--- config.mk ---
export PLATFORM = sky130hd
export DESIGN_NAME = accum_drain_engine
export DESIGN_NICKNAME = d
export VERILOG_FILES = /design/src/rtl/accum_drain_engine.sv
export SDC_FILE = /design/constraint.sdc
export NUM_CORES = 1
export LEC_CHECK = 0
export CAP_MARGIN = 5
export CORE_ASPECT_RATIO = 0.9
export CORE_UTILIZATION = 30
export DETAILED_ROUTE_END_ITERATION = 12
export PLACE_DENSITY = 0.58
export SYNTH_ARGS = -nofsm -noshare
export SYNTH_HDL_FRONTEND = slang
export SYNTH_SLANG_ARGS = --single-unit
--- constraint.sdc ---
create_clock -name clk -period 11.8 [get_ports clk]
set_clock_uncertainty 0.15 [all_clocks]
set_input_delay 3.54 -clock clk [delete_from_list [all_inputs] [get_ports clk]]
set_output_delay 3.54 -clock clk [all_outputs]
set_load 0.05 [all_outputs]
--- src/rtl/accum_drain_engine.sv ---
`default_nettype none
// ============================================================================
// Module  : accum_drain_engine
// Purpose : Streams a contiguous accumulator row range out on a credit-limited
//           ready/valid stream, optionally zeroing each row after reading it.
// Revision: 1.0 - initial release
// ============================================================================
module accum_drain_engine #(
    parameter int NUM_BANKS  = 4,
    parameter int ADDR_WIDTH = 9,
    parameter int DATA_WIDTH = 64,
    parameter int ZONE_WIDTH = 2,
    parameter int FIFO_DEPTH = 4
) (
    input  logic                            clk,
    input  logic                            rstn,
    input  logic                            start,
    input  logic [ADDR_WIDTH-1:0]           cfg_base,
    input  logic [ADDR_WIDTH:0]             cfg_len,
    input  logic [ZONE_WIDTH-1:0]           cfg_zone,
    input  logic [NUM_BANKS-1:0]            cfg_mask,
    input  logic                            cfg_clr,
    output logic                            busy,
    output logic                            done,
    output logic                            err_unexp,
    output logic                            rd_valid,
    input  logic                            rd_ready,
    output logic [ADDR_WIDTH-1:0]           rd_addr,
    output logic [NUM_BANKS-1:0]            rd_mask,
    output logic [ZONE_WIDTH-1:0]           rd_zone_id,
    input  logic                            rvalid,
    input  logic [NUM_BANKS*DATA_WIDTH-1:0] rdata,
    output logic                            wr_valid,
    input  logic                            wr_ready,
    output logic [ADDR_WIDTH-1:0]           wr_addr,
    output logic [NUM_BANKS-1:0]            wr_mask,
    output logic [ZONE_WIDTH-1:0]           wr_zone_id,
    output logic                            accum_en,
    output logic                            wvalid,
    input  logic                            wready,
    output logic [NUM_BANKS*DATA_WIDTH-1:0] wdata,
    output logic                            m_valid,
    input  logic                            m_ready,
    output logic [NUM_BANKS*DATA_WIDTH-1:0] m_data,
    output logic                            m_last
);

    localparam int c_ROW_W = NUM_BANKS * DATA_WIDTH;
    localparam int c_PTR_W = $clog2(FIFO_DEPTH);
    localparam int c_CNT_W = c_PTR_W + 1;
    localparam int c_LEN_W = ADDR_WIDTH + 1;
    localparam logic [c_CNT_W:0] c_DEPTH = (c_CNT_W + 1)'(FIFO_DEPTH);

    typedef enum logic [2:0] {
        S_IDLE    = 3'd0,
        S_RD_REQ  = 3'd1,
        S_RD_WAIT = 3'd2,
        S_CLR     = 3'd3,
        S_FLUSH   = 3'd4
    } state_t;

    state_t                  r_state;
    state_t                  w_state_nxt;
    logic                    r_busy;
    logic                    r_done;
    logic                    r_err;
    logic [c_LEN_W-1:0]      r_len;
    logic [c_LEN_W-1:0]      r_issued;
    logic [c_LEN_W-1:0]      r_dlv;
    logic [ZONE_WIDTH-1:0]   r_zone;
    logic [NUM_BANKS-1:0]    r_mask;
    logic                    r_clr;
    logic [ADDR_WIDTH-1:0]   r_rd_addr;
    logic [ADDR_WIDTH-1:0]   r_wr_addr;
    logic                    r_rd_valid;
    logic                    r_wr_valid;
    logic                    r_wvalid;
    logic [c_CNT_W-1:0]      r_outst;
    logic [c_CNT_W-1:0]      r_cnt;
    logic [c_PTR_W-1:0]      r_wptr;
    logic [c_PTR_W-1:0]      r_rptr;
    logic [c_ROW_W-1:0]      r_mem [FIFO_DEPTH];

    logic                    w_start_acc;
    logic                    w_rd_fire;
    logic                    w_rsp;
    logic                    w_unexp;
    logic                    w_pop;
    logic [c_CNT_W-1:0]      w_outst_nxt;
    logic [c_CNT_W-1:0]      w_cnt_nxt;
    logic                    w_credit_ok;
    logic                    w_last_issue;
    logic                    w_wr_pend_nxt;
    logic                    w_w_pend_nxt;
    logic                    w_rd_valid_nxt;

    assign w_start_acc   = start && !r_busy;
    assign w_rd_fire     = r_rd_valid && rd_ready;
    assign w_rsp         = rvalid && (r_outst != '0);
    assign w_unexp       = rvalid && (r_outst == '0);
    assign w_pop         = (r_cnt != '0) && m_ready;
    assign w_outst_nxt   = r_outst + c_CNT_W'(w_rd_fire) - c_CNT_W'(w_rsp);
    assign w_cnt_nxt     = r_cnt + c_CNT_W'(w_rsp) - c_CNT_W'(w_pop);
    // Credits are judged on next-cycle occupancy so a read never overruns the FIFO
    assign w_credit_ok   = ({1'b0, w_outst_nxt} + {1'b0, w_cnt_nxt}) < c_DEPTH;
    assign w_last_issue  = (r_issued + c_LEN_W'(1)) == r_len;
    assign w_wr_pend_nxt = r_wr_valid && !wr_ready;
    assign w_w_pend_nxt  = r_wvalid && !wready;

    always_comb begin
        w_state_nxt = r_state;
        case (r_state)
            S_IDLE: begin
                if (w_start_acc) begin
                    w_state_nxt = (cfg_len == '0) ? S_FLUSH : S_RD_REQ;
                end
            end
            S_RD_REQ: begin
                if (w_rd_fire) begin
                    if (r_clr) begin
                        w_state_nxt = S_RD_WAIT;
                    end else if (w_last_issue) begin
                        w_state_nxt = S_FLUSH;
                    end
                end
            end
            S_RD_WAIT: begin
                if (w_rsp) begin
                    w_state_nxt = S_CLR;
                end
            end
            S_CLR: begin
                if (!w_wr_pend_nxt && !w_w_pend_nxt) begin
                    w_state_nxt = (r_issued == r_len) ? S_FLUSH : S_RD_REQ;
                end
            end
            S_FLUSH: begin
                if ((r_cnt == '0) && (r_outst == '0)) begin
                    w_state_nxt = S_IDLE;
                end
            end
            default: w_state_nxt = S_IDLE;
        endcase
    end

    // A pending request is held until accepted; a fresh one needs a free credit
    assign w_rd_valid_nxt = (w_state_nxt == S_RD_REQ) &&
                            ((r_rd_valid && !rd_ready) || w_credit_ok);

    always_ff @(posedge clk) begin
        if (!rstn) begin
            r_state    <= S_IDLE;
            r_busy     <= 1'b0;
            r_done     <= 1'b0;
            r_err      <= 1'b0;
            r_len      <= '0;
            r_issued   <= '0;
            r_dlv      <= '0;
            r_zone     <= '0;
            r_mask     <= '0;
            r_clr      <= 1'b0;
            r_rd_addr  <= '0;
            r_wr_addr  <= '0;
            r_rd_valid <= 1'b0;
            r_wr_valid <= 1'b0;
            r_wvalid   <= 1'b0;
            r_outst    <= '0;
            r_cnt      <= '0;
            r_wptr     <= '0;
            r_rptr     <= '0;
        end else begin
            r_state    <= w_state_nxt;
            r_busy     <= (w_state_nxt != S_IDLE);
            r_done     <= (r_state == S_FLUSH) && (w_state_nxt == S_IDLE);
            r_rd_valid <= w_rd_valid_nxt;
            r_outst    <= w_outst_nxt;
            r_cnt      <= w_cnt_nxt;
            if (w_rsp) begin
                r_wptr <= r_wptr + c_PTR_W'(1);
            end
            if (w_pop) begin
                r_rptr <= r_rptr + c_PTR_W'(1);
            end

            if (w_start_acc) begin
                r_len     <= cfg_len;
                r_zone    <= cfg_zone;
                r_mask    <= cfg_mask;
                r_clr     <= cfg_clr;
                r_rd_addr <= cfg_base;
                r_issued  <= '0;
                r_dlv     <= '0;
            end else begin
                if (w_rd_fire) begin
                    r_rd_addr <= r_rd_addr + ADDR_WIDTH'(1);
                    r_wr_addr <= r_rd_addr;
                    r_issued  <= r_issued + c_LEN_W'(1);
                end
                if (w_pop) begin
                    r_dlv <= r_dlv + c_LEN_W'(1);
                end
            end

            if (w_unexp) begin
                r_err <= 1'b1;
            end else if (w_start_acc) begin
                r_err <= 1'b0;
            end

            if ((r_state == S_RD_WAIT) && (w_state_nxt == S_CLR)) begin
                r_wr_valid <= 1'b1;
                r_wvalid   <= 1'b1;
            end else begin
                r_wr_valid <= w_wr_pend_nxt;
                r_wvalid   <= w_w_pend_nxt;
            end
        end
    end

    always_ff @(posedge clk) begin
        if (w_rsp) begin
            r_mem[r_wptr] <= rdata;
        end
    end

    assign busy       = r_busy;
    assign done       = r_done;
    assign err_unexp  = r_err;
    assign rd_valid   = r_rd_valid;
    assign rd_addr    = r_rd_addr;
    assign rd_mask    = r_mask;
    assign rd_zone_id = r_zone;
    assign wr_valid   = r_wr_valid;
    assign wr_addr    = r_wr_addr;
    assign wr_mask    = r_mask;
    assign wr_zone_id = r_zone;
    assign accum_en   = 1'b0;
    assign wvalid     = r_wvalid;
    assign wdata      = '0;
    assign m_valid    = (r_cnt != '0);
    assign m_data     = r_mem[r_rptr];
    assign m_last     = m_valid && ((r_dlv + c_LEN_W'(1)) == r_len);

endmodule
`default_nettype wire

==> flow_summary.json, run 1 <==
{
  "synth_cell_types": 57,
  "p_int_mw": 8.114,
  "synth_area_mm2": 0.04269,
  "synth_top_cell_by_area": "edfxtp_1",
  "min_to": "wr_addr[2]",
  "switching_power_mw": 4.447,
  "grt.total_usage_pct": 12.93,
  "synthCells": 2080,
  "layout-drive-gt1-share_pct": 15.75,
  "syn_avg_cell_area_um2": 20.53,
  "min_path_cells": 2,
  "whs_ns": 0.3046,
  "slew_headroom_pct": 32.99,
  "crit_path_start_kind": "flip-flop",
  "grt_max_degree": 119,
  "htreeDepth": 3,
  "netlist.area_leader.share_pct": 72.02,
  "seq_area_frac_synth_pct": 75.59,
  "place_hpwl_mm": 59.86,
  "cp_data_required_time_ns": 8.11,
  "final_common_cell": "edfxtp_1",
  "maxSlewViolCount": 0,
  "clock-root-buffer": "clkbuf_16",
  "synthArstFlopShare_pct": 0,
  "wl_mm": 94.77,
  "ys_warn_count": 0,
  "vias": 20280,
  "grt_pass1_wl_mm": 139.7,
  "hold_viol": 0,
  "power_frac_seq_pct": 38.5,
  "rr_endpoint": "rd_valid",
  "drt_iter0_drc": 1060,
  "clk_pin_slew_worst_paths_ns": 0.06,
  "hold_buffers": 0,
  "hold_path_class": "reg2reg",
  "finalCriticalPeriod_ns": 7.709,
  "critPathArrivalTime_ns": 4.02,
  "core_mm2": 0.1404,
  "grt_pass1_vias": 21130,
  "worstHoldStart": "wr_addr[2]",
  "p_leak_nw": 17.00,
  "cts_made_buffers": 112,
  "cts.sinks": 1100,
  "wl_per_cell_um": 20.34,
  "setup_violations": 0,
  "die_w_um": 399.6,
  "maxCapViolations": 0,
  "ir_worst_vdd_mv": 0.1616,
  "critPathKind": "reg2out",
  "die_h_um": 359.9,
  "status": "finished clean",
  "routabilityCongestion": 0.7604,
  "grt_overflow": 0,
  "crit_path_end_kind": "primary output",
  "cts_tree": "built",
  "rsz0062_at_grt": "no",
  "start_util_pct": 30.41,
  "viasPerCell": 4.352,
  "synth_edf_count": 1024,
  "ys_ff_latch": 1100,
  "comb_power_share_pct": 34.5,
  "worst_pin_slew_ns": 1.005,
  "reg2reg_depth": 15,
  "mostFrequentLayoutCells": "edfxtp_1, clkdlybuf4s50_1, conb_1",
  "timing.rr.start": "r_cnt[0]",
  "rows": 130,
  "syn2layout_area_growth_pct": 24.73,
  "postCtsSetupRepairBufs": 0,
  "crit_path_max_fanout": 87,
  "finalCritPeriodShare_pct": 65.33,
  "fmaxAchievable_mhz": 129.7,
  "netlist_top_cells_area": "edfxtp_1, mux4_2, buf_4",
  "p_per_area_mw_per_mm2": 235.9,
  "firstDrtPassIters": 4,
  "io-pin-count": 841,
  "ant_nets": 0,
  "insertion_delay_ns": 0.69,
  "nets": 3017,
  "antenna_found_initial": 17,
  "reg2reg_slack_ns": 7.69,
  "port_buffers": 583,
  "switching_share_pct": 35.41,
  "clkPwrFrac_pct": 27.0,
  "cts_max_path_buffers": 3,
  "postCtsResizedCells": 0,
  "die_area_mm2": 0.1438,
  "drc": 0,
  "setup_tns_ns": 0,
  "nFillCells": 12740,
  "ys.flop_type": "edfxtp_1"
}
==> kinds of logic (layout without fill, tap and decap cells) <==
kind of cell	after synthesis	in the layout	share of synthesized area (%)
other	1	262	0.008784
flip-flops	1100	1100	75.59
AND/OR/NAND/NOR	204	204	2.227
buffers and inverters	366	837	5.794
multiplexers	257	257	13.53
XOR/XNOR	55	55	1.128
AO/OA/AOI/OAI	82	82	1.251
adder cells (fa/ha/maj)	15	15	0.4748
==> final cells by class <==
type,count,area (um^2),share of cell area [%]
Multi-Input combinational cell,870,8920,16.75
Timing Repair Buffer,608,6111,11.48
Tap cell,1848,2312,4.342
Inverter,20,75.07,0.1410
Antenna cell,5,12.51,0.02350
Clock buffer,143,2929,5.500
Clock inverter,66,615.6,1.156
Sequential cell,1100,32280,60.61
==> registers in the layout, indices dropped and copies added (netlist names), 2 cells and up, named ones only <==
name / cells
r_mem: 1024
r_dlv: 10
r_issued: 10
r_len: 10
rd_addr: 9
wr_addr: 9
rd_mask: 4
r_cnt: 3
r_outst: 3
r_state: 3
r_rptr: 2
r_wptr: 2
rd_zone_id: 2
==> worst max path at each step <==
stage / slack [ns] / end
3_5_place_dp: 4.71 / m_data[160]
4_1_cts: 3.93 / m_data[160]
3_3_place_gp: 4.70 / m_data[215]
5_1_grt: 3.78 / m_data[134]
6_report: 4.09 / m_data[132]
2_1_floorplan: 1.41 / r_mem[0][0]
==> through the flow <==
stage	worst slack (ns)	std cells	utilization [%]	power, mW	cell area (um^2)
2_1_floorplan	1.408	2336	-	8.041	43650
3_3_place_gp	4.695	4446	35.40	9.325	49700
3_5_place_dp	4.709	4446	35.40	9.321	49700
4_1_cts	3.925	4655	37.93	12.76	53240
5_1_grt	3.778	4657	37.93	13.06	53250
6_report	4.091	4660	37.94	12.56	53250
==> power by group through the flow <==
stage	registers [mW]	logic, mW	clock network [mW]
global placement	4.92	4.40	0
floorplan	4.99	3.05	0
finish	4.84	4.33	3.39
CTS	4.85	4.41	3.50
global route	4.88	4.54	3.64
detailed placement	4.93	4.39	0
==> Yosys cell counts, types with 4 or more instances <==
cell type,count
inv_1,17
a21oi_1,42
nand3_1,20
xor2_1,27
o21ai_0,10
and2_1,13
nor3_1,11
a211oi_1,11
mux4_2,256
nor4_1,4
or3_1,5
xnor2_1,28
nand2_1,80
nand4_1,4
nand2b_1,7
clkbuf_1,33
buf_6,4
buf_1,14
nor2_1,45
ha_1,13
edfxtp_1,1024
and3_1,4
buf_4,263
dfxtp_1,76
buf_2,28
==> critical path, cell delays in order, from the launching register on <==
cell             delay (ns)
dfxtp_4                0.82
buf_4                  0.38
buf_12                 0.47
mux4_2                 0.60
clkdlybuf4s50_1        0.74
==> per-layer routing <==
| metal | part of all wire (%) | routed length [um] | track usage, % |
|---|---|---|---|
| met1 | 40 | 37980 | 15.78 |
| met2 | 50 | 47090 | 21.40 |
| met3 | 7.9 | 7470 | 4.730 |
| met4 | 2.2 | 2089 | 3.540 |
| met5 | 0.15 | 141 | 0 |
No activity file was read; power rests on OpenSTA's default activity.
==> run 2, diff against run 1 <==
==> constraint.sdc (replaced) <==
create_clock -name clk -period 7.2 [get_ports clk]
set_clock_uncertainty 0.15 [all_clocks]
set_input_delay 2.16 -clock clk [delete_from_list [all_inputs] [get_ports clk]]
set_output_delay 2.16 -clock clk [all_outputs]
set_load 0.05 [all_outputs]
==> flow_summary.json, run 2 (synthesis results as in run 1) <==
{
  "setup_tns_ns": 0,
  "p_per_area_mw_per_mm2": 391.7,
  "multi_input_area_mm2": 0.008920,
  "status": "finished clean",
  "clkPwrFrac_pct": 28.4,
  "met3_usage_pct": 5.405,
  "nets": 3027,
  "grt_pass1_wl_mm": 137.1,
  "min_path_cells": 2,
  "layout_setup_ws_ns": 1.316,
  "maxSlewViolCount": 0,
  "maxCapViolations": 0,
  "postCtsSetupRepairBufs": 0,
  "ff_latch_area_mm2": 0.03228,
  "dp_slack_ns": 1.622,
  "critPathKind": "reg2out",
  "insertion_delay_ns": 0.70,
  "comb_power_share_pct": 34.0,
  "routabilityCongestion": 0.7638,
  "cp_data_required_time_ns": 4.89,
  "die_w_um": 399.6,
  "die_h_um": 359.9,
  "cts_made_buffers": 115,
  "clock-root-buffer": "clkbuf_16",
  "rr_endpoint": "rd_valid",
  "timing.rr.start": "r_cnt[1]",
  "crit_path_end_kind": "primary output",
  "nFillCells": 12740,
  "postCtsResizedCells": 0,
  "start_util_pct": 30.41,
  "grt_util_met1_pct": 15.30,
  "cts_tree": "built",
  "wl_mm": 94.11,
  "reg2reg_depth": 15,
  "hold_path_class": "reg2reg",
  "worst_pin_slew_ns": 0.8706,
  "core_mm2": 0.1404,
  "worstHoldStart": "wr_addr[0]",
  "crit_path_start_kind": "flip-flop",
  "grt_pass1_vias": 20840,
  "rsz0062_at_grt": "no",
  "layout-drive-gt1-share_pct": 16.71,
  "ant_nets": 0,
  "grt.total_usage_pct": 12.79,
  "port_buffers": 583,
  "antenna_found_initial": 20,
  "finalCritPeriodShare_pct": 81.72,
  "final_common_cell": "edfxtp_1",
  "vias": 20280,
  "hold_buffers": 0,
  "drt_iter0_drc": 1027,
  "ir_worst_vdd_mv": 0.2884,
  "syn2layout_area_growth_pct": 26.04,
  "p_int_mw": 13.72,
  "largest_reg_flops": 1024,
  "firstDrtPassIters": 4,
  "cts_max_path_buffers": 3,
  "critPathArrivalTime_ns": 3.57,
  "grt_max_degree": 84,
  "rows": 130,
  "hold_viol": 0,
  "cts.sinks": 1100,
  "viasPerCell": 4.343,
  "io-pin-count": 841,
  "top_usage_layer": "met2",
  "htreeDepth": 3,
  "wl_per_cell_um": 20.15,
  "fmaxAchievable_mhz": 170.0,
  "die_area_mm2": 0.1438,
  "mostFrequentLayoutCells": "edfxtp_1, clkdlybuf4s50_1, conb_1",
  "setup_violations": 0,
  "switching_share_pct": 34.90,
  "place_hpwl_mm": 60.69,
  "grt_use_met2_pct": 21.01,
  "crit_path_max_fanout": 28,
  "drc": 0,
  "finalCriticalPeriod_ns": 5.884,
  "min_to": "wr_addr[0]",
  "clk_pin_slew_worst_paths_ns": 0.06,
  "power_frac_seq_pct": 37.6,
  "top_register": "r_mem",
  "grt_overflow": 0,
  "slew_headroom_pct": 41.96,
  "switching_power_mw": 7.356,
  "reg2reg_slack_ns": 3.09,
  "p_leak_nw": 17.21
}
[run 2: metal layers]
layer | part of all wire [%] | vias to the layer above
li1 | - | 9081
met3 | 9.1 | 155
met1 | 39 | 10420
met2 | 50 | 591
met5 | 0.25 | -
met4 | 1.9 | 34
[run 2: layout make-up]
cell class              instances  share of cell area [%]
flip-flops and latches       1100                   59.98
well taps                    1848                   4.297
inverters                      20                  0.1395
repair buffers                615                   11.76
clock inverters                78                   1.723
multi-input cells             870                   16.58
clock buffers                 136                   5.513
diodes                          3                 0.01395
[run 2: power groups by stage]
stage / Sequential [mW] / Combinational (mW) / Clock (mW)
2_1_floorplan: 8.07 / 5.00 / 0
3_3_place_gp: 8.06 / 7.31 / 0
3_5_place_dp: 8.07 / 7.29 / 0
4_1_cts: 7.94 / 7.31 / 6.18
5_1_grt: 7.98 / 7.53 / 6.41
6_report: 7.93 / 7.16 / 5.99
[run 2: worst max-delay path by stage]
stage,from,depth (start not counted),endpoint
floorplan,r_dlv[0],6,m_last
global placement,rd_ready,13,rd_valid
detailed placement,rd_ready,13,rd_valid
CTS,flip-flop,3,m_data[37]
global route,flip-flop,3,m_data[37]
finish,flip-flop,3,m_data[22]
[run 2: critical path: stages (launching register included)]
cell	delay, ns
dfxtp_4	0.86
buf_4	0.60
mux4_2	0.59
clkdlybuf4s50_1	0.77
[run 2: through the flow]
step / cells / hold WS (ns) / utilization, % / instance area (um^2) / power (mW)
2_1_floorplan: 2336 / 0.2999 / - / 43660 / 13.07
3_3_place_gp: 4453 / 0.2939 / 35.56 / 49910 / 15.36
3_5_place_dp: 4453 / 0.3020 / 35.56 / 49910 / 15.36
4_1_cts: 4667 / 0.3108 / 38.33 / 53810 / 21.43
5_1_grt: 4668 / 0.3241 / 38.33 / 53810 / 21.92
6_report: 4670 / 0.3070 / 38.34 / 53810 / 21.08
==> run 3, diff against run 2 <==
--- a/config.mk
+++ b/config.mk
@@ -9,7 +9,7 @@
 export CORE_ASPECT_RATIO = 0.9
 export CORE_UTILIZATION = 30
 export DETAILED_ROUTE_END_ITERATION = 12
-export PLACE_DENSITY = 0.58
+export PLACE_DENSITY = 0.6
 export SYNTH_ARGS = -nofsm -noshare
 export SYNTH_HDL_FRONTEND = slang
 export SYNTH_SLANG_ARGS = --single-unit
==> constraint.sdc (replaced) <==
create_clock -name clk -period 5.25 [get_ports clk]
set_clock_uncertainty 0.15 [all_clocks]
set_input_delay 1.575 -clock clk [delete_from_list [all_inputs] [get_ports clk]]
set_output_delay 1.575 -clock clk [all_outputs]
set_load 0.05 [all_outputs]
==> flow_summary.json, run 3 (synthesis results as in run 1) <==
{
  "status": "finished clean",
  "min_to": "wr_addr[2]",
  "crit_family": "simple AND/OR/NAND/NOR gates",
  "vias": 20410,
  "maxCapViolations": 0,
  "hold_path_class": "reg2reg",
  "start_util_pct": 30.41,
  "die_area_mm2": 0.1438,
  "wl_mm": 95.53,
  "min_path_cells": 2,
  "crit_path_max_fanout": 5,
  "htreeDepth": 3,
  "crit_slowest_cell": "dlygate4sd2_1",
  "worst_pin_slew_ns": 0.8413,
  "final_common_cell": "edfxtp_1",
  "cp_data_required_time_ns": 3.53,
  "grt.total_usage_pct": 12.98,
  "grt_overflow": 0,
  "syn2layout_area_growth_pct": 26.52,
  "setup_tns_ns": 0,
  "switching_share_pct": 35.23,
  "io-pin-count": 841,
  "cts_made_buffers": 113,
  "layout-drive-gt1-share_pct": 17.37,
  "mostFrequentLayoutCells": "edfxtp_1, clkdlybuf4s50_1, conb_1",
  "finalInstanceArea_mm2": 0.05402,
  "critPathKind": "reg2out",
  "fin_cells": 4693,
  "antenna_found_initial": 17,
  "cts_max_path_buffers": 3,
  "ant_nets": 0,
  "grt_max_degree": 60,
  "clkPwrFrac_pct": 27.6,
  "die_h_um": 359.9,
  "firstDrtPassIters": 4,
  "reg2reg_slack_ns": 1.71,
  "clock-root-buffer": "clkbuf_16",
  "fmaxAchievable_mhz": 204.0,
  "port_buffers": 583,
  "power_frac_seq_pct": 37.5,
  "cts_tree": "built",
  "place_hpwl_mm": 63.22,
  "p_leak_nw": 17.36,
  "rows": 130,
  "rsz0062_at_grt": "no",
  "wl_per_cell_um": 20.35,
  "die_w_um": 399.6,
  "largest_reg_flops": 1024,
  "layout_setup_ws_ns": 0.3487,
  "cpPeakStageDelay_ns": 0.61,
  "crit_path_end_kind": "primary output",
  "drt_iter0_drc": 1208,
  "finalCriticalPeriod_ns": 4.901,
  "maxSlewViolCount": 0,
  "p_per_area_mw_per_mm2": 533.4,
  "top_register": "r_mem",
  "worstHoldStart": "wr_addr[2]",
  "crit_path_start_kind": "flip-flop",
  "ir_worst_vdd_mv": 0.3004,
  "slew_headroom_pct": 43.83,
  "finalCritPeriodShare_pct": 93.36,
  "setup_violations": 0,
  "grt_pass1_wl_mm": 139.2,
  "hold_viol": 0,
  "comb_power_share_pct": 35.0,
  "grt_pass1_vias": 20930,
  "p_int_mw": 18.66,
  "drc": 0,
  "placed_area_mm2": 0.05028,
  "nets": 3056,
  "cts.sinks": 1100,
  "dp_slack_ns": 0.7150,
  "clk_pin_slew_worst_paths_ns": 0.06,
  "timing.rr.start": "r_cnt[1]",
  "routabilityCongestion": 0.7788,
  "rr_endpoint": "rd_valid",
  "whs_ns": 0.3095,
  "final_core_util_pct": 38.48,
  "cp.buffers_inverters": 1,
  "core_mm2": 0.1404,
  "place_inst": 4484,
  "crit_path_cell_trace": "nand3_1 > nor2_1 > nand3_1 > xnor2_1 > or3b_1 > a2111oi_1 > dlygate4sd2_1",
  "reg2reg_depth": 15,
  "crit_top_cell": "nand3_1",
  "insertion_delay_ns": 0.70,
  "critPathArrivalTime_ns": 3.18,
  "viasPerCell": 4.348,
  "p_total_mw": 28.81,
  "switching_power_mw": 10.15
}
-- run 3: area by class of cell --
type                    instances  area, um^2
flip-flops and latches       1100       32280
inverters                      20       75.07
clock buffers                 135        2930
well taps                    1848        2312
multi-input cells             870        8921
clock inverters                73       800.8
fillers                     12680       86360
diodes                          1       2.502
repair buffers                646        6695
-- run 3: per-layer routing --
metal	up-vias	part of all wire (%)	GRT usage, %	wire length, um
met5	-	0.23	0	218
met3	160	8.7	5.183	8263
met1	10510	40	15.95	38550
li1	9118	-	-	-
met2	589	49	20.93	46420
met4	30	2.2	3.772	2069
-- run 3: repair_timing --
| action | CTS | global route |
|---|---|---|
| setup buffers | 0 | 0 |
| hold buffers | 0 | 0 |
| resized for setup | 1 | 0 |
| setup endpoints to repair | 1 | 0 |
-- run 3: how the worst max path moves through the flow --
stage               depth (start not counted)       from  slack [ns]           to
global placement                           14    m_ready        0.70     rd_valid
detailed placement                          7   r_dlv[0]        0.72       m_last
global route                                7   r_dlv[0]        0.12       m_last
CTS                                         4  flip-flop        0.18  m_data[171]
finish                                      7   r_dlv[0]        0.35       m_last
floorplan                                   3     rvalid       -0.29  r_mem[0][0]
-- run 3: worst reg2reg max path, stage by stage (launching register included) --
cell,delay [ns]
dfxtp_1,0.31
nor3_1,0.51
inv_1,0.17
nand2_1,0.16
clkinv_1,0.13
ha_1,0.29
inv_1,0.04
ha_1,0.18
fa_1,0.40
xnor2_1,0.17
xnor2_1,0.17
ha_1,0.27
nor3_1,0.18
a21oi_1,0.10
nor2_1,0.08
and4_1,0.19
-- run 3: power groups by stage --
stage	Clock, mW	Combinational [mW]	Sequential [mW]
CTS	8.20	10.3	10.8
detailed placement	0	10.2	11.0
finish	7.94	10.1	10.8
floorplan	0	6.86	11.1
global placement	0	10.3	11.0
global route	8.51	10.6	10.9
